[config.mk]
export PLATFORM = sky130hd
export DESIGN_NAME = instr_fetch_flat
export DESIGN_NICKNAME = d
export VERILOG_FILES = /design/src/rtl/instr_fetch_if.sv /design/src/rtl/instr_fetch.sv /design/src/flat_wrapper.sv
export SDC_FILE = /design/constraint.sdc
export NUM_CORES = 1
export LEC_CHECK = 0
export CAP_MARGIN = 20
export CORE_MARGIN = 8
export CORE_UTILIZATION = 49
export DETAILED_ROUTE_END_ITERATION = 6
export GPL_TIMING_DRIVEN = 0
export PLACE_DENSITY = 0.88
export SYNTH_ARGS = -nofsm -noshare
export SYNTH_HDL_FRONTEND = slang
export SYNTH_SLANG_ARGS = --single-unit
[constraint.sdc]
create_clock -name clk -period 1.75 [get_ports clk]
set_clock_uncertainty 0.1 [all_clocks]
set_input_delay 0.4375 -clock clk [delete_from_list [all_inputs] [get_ports clk]]
set_output_delay 0.4375 -clock clk [all_outputs]
set_load 0.02 [all_outputs]
[src/rtl/instr_fetch_if.sv]
// Instruction-memory read port between the fetch stage (master) and instruction memory (slave).
// Handshake: the master raises imem_req with imem_addr and holds both stable until a cycle in
// which imem_ack is sampled high; that cycle carries imem_rdata and completes the request.
interface instr_fetch_if #(
  parameter int ADDR_W = 16,
  parameter int DATA_W = 32
);
  logic              imem_req;
  logic [ADDR_W-1:0] imem_addr;
  logic              imem_ack;
  logic [DATA_W-1:0] imem_rdata;

  modport master (
    output imem_req,
    output imem_addr,
    input  imem_ack,
    input  imem_rdata
  );

  modport slave (
    input  imem_req,
    input  imem_addr,
    output imem_ack,
    output imem_rdata
  );
endinterface

[src/rtl/instr_fetch.sv]
// IF stage of the multicycle Lua core: one instruction-memory read per clk_if strobe,
// latches the instruction into ir, advances the PC and applies EX branch redirects.
module instr_fetch #(
  parameter int                ADDR_W   = 16,
  parameter int                DATA_W   = 32,
  parameter logic [ADDR_W-1:0] RESET_PC = '0
) (
  input  logic               clk,
  input  logic               n_reset,
  input  logic               clk_if,
  input  logic               halt,
  input  logic               br_valid,
  input  logic [ADDR_W-1:0]  br_target,
  instr_fetch_if.master      imem,
  output logic [DATA_W-1:0]  ir,
  output logic [ADDR_W-1:0]  ir_pc,
  output logic               ir_valid,
  output logic               busy,
  output logic [7:0]         overrun_cnt,
  output logic               dbg_state
);

  typedef enum logic {S_IDLE = 1'b0, S_WAIT = 1'b1} state_e;

  state_e            state_q, state_d;
  logic [ADDR_W-1:0] pc_q, pc_d;
  logic [ADDR_W-1:0] addr_q, addr_d;
  logic [DATA_W-1:0] ir_q, ir_d;
  logic [ADDR_W-1:0] ir_pc_q, ir_pc_d;
  logic              ir_valid_q, ir_valid_d;
  logic [7:0]        overrun_q, overrun_d;
  logic              squash_q, squash_d;
  logic [ADDR_W-1:0] tgt_q, tgt_d;

  logic issue;
  assign issue = (state_q == S_IDLE) && clk_if && !halt;

  always_ff @(posedge clk or negedge n_reset) begin
    if (!n_reset) state_q <= S_IDLE;
    else          state_q <= state_d;
  end

  always_comb begin
    state_d = state_q;
    case (state_q)
      S_IDLE: if (issue) state_d = S_WAIT;
      S_WAIT: if (imem.imem_ack) state_d = S_IDLE;
      default: state_d = S_IDLE;
    endcase
  end

  always_comb begin
    busy          = (state_q == S_WAIT);
    dbg_state     = (state_q == S_WAIT);
    imem.imem_req = (state_q == S_WAIT);
  end

  // Datapath: a redirect seen in WAIT without ack is parked in tgt_q and the
  // in-flight data is squashed; a redirect coinciding with ack applies directly.
  always_comb begin
    pc_d       = pc_q;
    addr_d     = addr_q;
    ir_d       = ir_q;
    ir_pc_d    = ir_pc_q;
    ir_valid_d = ir_valid_q;
    overrun_d  = overrun_q;
    squash_d   = squash_q;
    tgt_d      = tgt_q;
    if (state_q == S_IDLE) begin
      if (br_valid) pc_d = br_target;
      if (issue) begin
        addr_d     = br_valid ? br_target : pc_q;
        ir_valid_d = 1'b0;
        squash_d   = 1'b0;
      end
    end else begin
      if (clk_if && (overrun_q != 8'hFF)) overrun_d = overrun_q + 8'd1;
      if (imem.imem_ack) begin
        squash_d = 1'b0;
        if (br_valid) begin
          pc_d = br_target;
        end else if (squash_q) begin
          pc_d = tgt_q;
        end else begin
          ir_d       = imem.imem_rdata;
          ir_pc_d    = addr_q;
          ir_valid_d = 1'b1;
          pc_d       = addr_q + {{(ADDR_W-1){1'b0}}, 1'b1};
        end
      end else if (br_valid) begin
        squash_d = 1'b1;
        tgt_d    = br_target;
      end
    end
  end

  always_ff @(posedge clk or negedge n_reset) begin
    if (!n_reset) begin
      pc_q       <= RESET_PC;
      addr_q     <= '0;
      ir_q       <= '0;
      ir_pc_q    <= '0;
      ir_valid_q <= 1'b0;
      overrun_q  <= 8'd0;
      squash_q   <= 1'b0;
      tgt_q      <= '0;
    end else begin
      pc_q       <= pc_d;
      addr_q     <= addr_d;
      ir_q       <= ir_d;
      ir_pc_q    <= ir_pc_d;
      ir_valid_q <= ir_valid_d;
      overrun_q  <= overrun_d;
      squash_q   <= squash_d;
      tgt_q      <= tgt_d;
    end
  end

  assign imem.imem_addr = addr_q;
  assign ir             = ir_q;
  assign ir_pc          = ir_pc_q;
  assign ir_valid       = ir_valid_q;
  assign overrun_cnt    = overrun_q;

endmodule

[src/flat_wrapper.sv]
// flat-port wrapper written by rule: the top's interface ports become plain ports
module instr_fetch_flat 
#(
  parameter int                ADDR_W   = 16,
  parameter int                DATA_W   = 32,
  parameter logic [ADDR_W-1:0] RESET_PC = '0
)
  (clk, n_reset, clk_if, halt, br_valid, br_target, ir, ir_pc, ir_valid, busy, overrun_cnt, dbg_state, imem_imem_req, imem_imem_addr, imem_imem_ack, imem_imem_rdata);
  instr_fetch_if #(.ADDR_W(ADDR_W), .DATA_W(DATA_W)) imem_i ();
  input  logic clk;
  input  logic n_reset;
  input  logic clk_if;
  input  logic halt;
  input  logic br_valid;
  input  logic [ADDR_W-1:0] br_target;
  output logic [DATA_W-1:0] ir;
  output logic [ADDR_W-1:0] ir_pc;
  output logic ir_valid;
  output logic busy;
  output logic [7:0] overrun_cnt;
  output logic dbg_state;
  output wire logic [$bits(imem_i.imem_req)-1:0] imem_imem_req;
  output wire logic [$bits(imem_i.imem_addr)-1:0] imem_imem_addr;
  input wire logic [$bits(imem_i.imem_ack)-1:0] imem_imem_ack;
  input wire logic [$bits(imem_i.imem_rdata)-1:0] imem_imem_rdata;
  assign imem_imem_req = imem_i.imem_req;
  assign imem_imem_addr = imem_i.imem_addr;
  assign imem_i.imem_ack = imem_imem_ack;
  assign imem_i.imem_rdata = imem_imem_rdata;
  instr_fetch #(.ADDR_W(ADDR_W), .DATA_W(DATA_W), .RESET_PC(RESET_PC)) u_core (.clk(clk), .n_reset(n_reset), .clk_if(clk_if), .halt(halt), .br_valid(br_valid), .br_target(br_target), .imem(imem_i), .ir(ir), .ir_pc(ir_pc), .ir_valid(ir_valid), .busy(busy), .overrun_cnt(overrun_cnt), .dbg_state(dbg_state));
endmodule
==> run_results.csv <==
group,metric,value,unit
run_status,status,"finished clean",
clock_network,clock-sinks,107,
drt,post_drt_wl_per_cell,18.6,µm
pwr,power_density,1280,mW/mm²
critical_path,worstPathMaxFanout,10,
drt,num_vias,4288,
critical_path,crit_path_max_incr_delay,460,ps
clock_network,cts.hold.buffers_added,0,
critical_path,start_kind,"register",
drt,drt_iter0_markers,391,
layout,nets,690,
logic_synthesis,yosys.area.top_type,"dfrtp_1",
placed_design,hpwl,9930,µm
clock_network,cts.clk_slew.worst_paths,90,ps
timing,finalHoldViolations,0,
grt,antenna_found_initial,0,
floorplanning,dieArea,0.0133,mm²
run,max-cap-violations,0,
timing,tns,0,ps
floorplanning,die_w,115,µm
layout,fin_util,69.5,%
floorplanning,die_h,115,µm
logic_synthesis,synth.net_count,533,
timing,final.period_utilization,99.7,%
drt,final_antenna_net_count,0,
timing,period_needed,1750,ps
layout,synthToLayoutAreaGrowth,39.0,%
grt,overflow,0,
critical_path,endpoint_kind,"register",
logic_synthesis,ys_async_sr_fraction,100,%
floorplanning,core-area,0.00968,mm²
clock_network,cts_tree,"built",
layout,final_cell_mix,"166 x nand2_1, 97 x dfrtp_1, 65 x dlygate4sd2_1, 50 x clkdlybuf4s50_1, 21 x mux2i_1",
timing,max-slew-margin-rel,50.3,%
logic_synthesis,yosysSeqAreaShare,55.3,%
critical_path,crit_family,"flip-flops",
critical_path,crit_required,1890,ps
placed_design,place.gp.congestion,0.884,
logic_synthesis,synth_edf_count,0,
grt,grt_usage,21.3,%
logic_synthesis,synth_cells,477,
timing,setup_ws,4.45,ps
timing,whs,32.9,ps
clock_network,root_buffer,"clkbuf_8",
clock_network,numCtsBuffers,9,
drt,firstDrtPassIters,5,
timing,setup_viol,0,
logic_synthesis,synth_top_area_share,55.3,%
layout,num-fill-cells,742,
clock_network,htreeDepth,3,
drt,finalWirelength,14400,µm
drt,via_per_inst,5.56,
grt,grt_pass1_vias,4429,
logic_synthesis,yosys_warnings,0,
drt,post-route-drc-count,0,
clock_network,clockBufferDepth,2,
critical_path,crit_path_top_delay_cell,"dfrtp_2",
placed_design,portBuffers,129,
floorplanning,io_pins,130,
min_path,worstHoldPathType,"in2async",
layout,mostFrequentLayoutCell,"nand2_1",
critical_path,path_cells,"buf_8, mux2i_2, buf_6, and2_1, a211oi_2, o31ai_1",
layout,drive_gt1_share,18.2,%
clock_network,clkLatencyLatePin,360,ps
critical_path,reg2reg_slack,4,ps
grt,grt_pass1_wl,22200,µm
logic_synthesis,synth_flop_cell,"dfrtp_1",
logic_synthesis,synth_area,0.00484,mm²
floorplanning,num_rows,36,
logic_synthesis,synth_area_per_cell,10.1,µm²
timing,worst_pin_slew,746,ps
critical_path,crit_type,"reg2reg",
logic_synthesis,synth_cell_types,50,
logic_synthesis,synthTopCellsByArea,"dfrtp_1 55%, nand2_1 13%, mux2i_1 4.6%",
floorplanning,initial_core_util,50.0,%
pwr,irDropWorstVdd,671,µV
critical_path,path_buf_inv,2,
critical_path,arrival,1890,ps
grt,grt_max_degree,60,
timing,rsz0062_at_grt,"yes",
timing,max_freq,573,MHz
placed_design,dpl_worst_slack,-602,ps
logic_synthesis,ys_seq_elements,107,
timing,drv_slew,0,
pwr,power,8.59,mW
pwr,p_leak,3.34,nW
layout,diodes,0,
[state kept, by name, indices dropped and copies added (netlist names)]
signal	cells
u_core.squash_q	1
u_core.ir	32
u_core.imem.imem_addr	16
u_core.tgt_q	16
u_core.ir_pc	16
u_core.overrun_cnt	8
u_core.ir_valid	1
u_core.pc_q	16
u_core.busy	1
[final cells by class]
| type | instances | area, µm² | area share, % |
|---|---|---|---|
| Sequential cell | 107 | 2690 | 40.0 |
| Multi-Input combinational cell | 338 | 2030 | 30.2 |
| Timing Repair Buffer | 149 | 1410 | 20.9 |
| Tap cell | 133 | 166 | 2.47 |
| Inverter | 2 | 7.51 | 0.112 |
| Buffer | 27 | 211 | 3.14 |
| Clock inverter | 2 | 60.1 | 0.893 |
| Clock buffer | 13 | 149 | 2.21 |
[synthesized netlist by cell type (3+ instances only)]
| master | count |
|---|---|
| a21oi_1 | 5 |
| a222oi_1 | 4 |
| a22oi_1 | 4 |
| and2_1 | 4 |
| and3_1 | 4 |
| and4_1 | 3 |
| buf_2 | 21 |
| buf_4 | 4 |
| buf_6 | 3 |
| dfrtp_1 | 107 |
| mux2_2 | 17 |
| mux2i_1 | 22 |
| nand2_1 | 169 |
| nand2b_1 | 3 |
| nand3_1 | 7 |
| nand4_1 | 9 |
| nor2_1 | 7 |
| o21ai_0 | 20 |
| o21ai_1 | 5 |
| o221ai_1 | 6 |
| or2b_1 | 3 |
| xnor2_1 | 11 |
| xor2_1 | 8 |
[worst reg2reg max path: cells and delay by family, from the launching register on]
kind                   cells  cell delay (ps)
AOI/OAI and AO/OA          2              340
buffers and inverters      2              360
DFF                        1              460
muxes                      1              190
and+or+nand+nor            1              180
[what timing repair did]
item	CTS	global route
gates cloned	0	2
pin swaps	2	6
gates resized for setup	118	42
setup buffers	8	9
setup endpoints to repair	144	104
[metal layers]
layer | up-vias | share of wire, % | wire, µm | track usage [%]
li1 | 1928 | - | - | -
met1 | 2078 | 39 | 5610 | 25.0
met2 | 238 | 49 | 7100 | 35.5
met3 | 44 | 8.9 | 1280 | 6.09
met4 | 0 | 2.5 | 366 | 9.19
met5 | - | 0 | 0 | 0
[power breakdown]
| part | switching [mW] | leakage, nW | internal (mW) |
|---|---|---|---|
| sequential | 0.545 | 1.32 | 3.22 |
| combinational | 1.82 | 1.92 | 1.36 |
| clock | 0.792 | 0.104 | 0.841 |
| total | 3.16 | 3.34 | 5.43 |
[stage by stage]
stage	cell area (µm²)	cells
after floorplan	4840	477
after global placement	6300	739
after detailed placement	6320	740
after CTS	6590	763
after global routing	6730	771
final	6730	771
[cell families after synthesis]
logic type	synth area share (%)
AND/OR/NAND/NOR	20.6
flip-flops	55.3
AO/OA/AOI/OAI	7.83
multiplexers	8.51
buffers and inverters	3.83
XOR/XNOR	3.44
adder cells (fa/ha/maj)	0.517
[path summary, 6_finish.rpt]
kind                                             start                                     to  cells past startpoint
setup reg to reg                 u_core.busy$_DFF_PN0_            u_core.pc_q[15]$_DFFE_PN0N_                      6
setup / recovery                 u_core.busy$_DFF_PN0_            u_core.pc_q[15]$_DFFE_PN0N_                      6
min in group clk           u_core.ir_pc[0]$_DFFE_PN0P_            u_core.ir_pc[0]$_DFFE_PN0P_                      2
hold reg to reg            u_core.ir_pc[0]$_DFFE_PN0P_            u_core.ir_pc[0]$_DFFE_PN0P_                      2
max in group asynchronous                      n_reset  u_core.imem.imem_addr[10]$_DFFE_PN0P_                      2
hold / removal                                 n_reset              u_core.ir[31]$_DFFE_PN0P_                      1
Note: power is estimated with default switching activity, not from simulation.
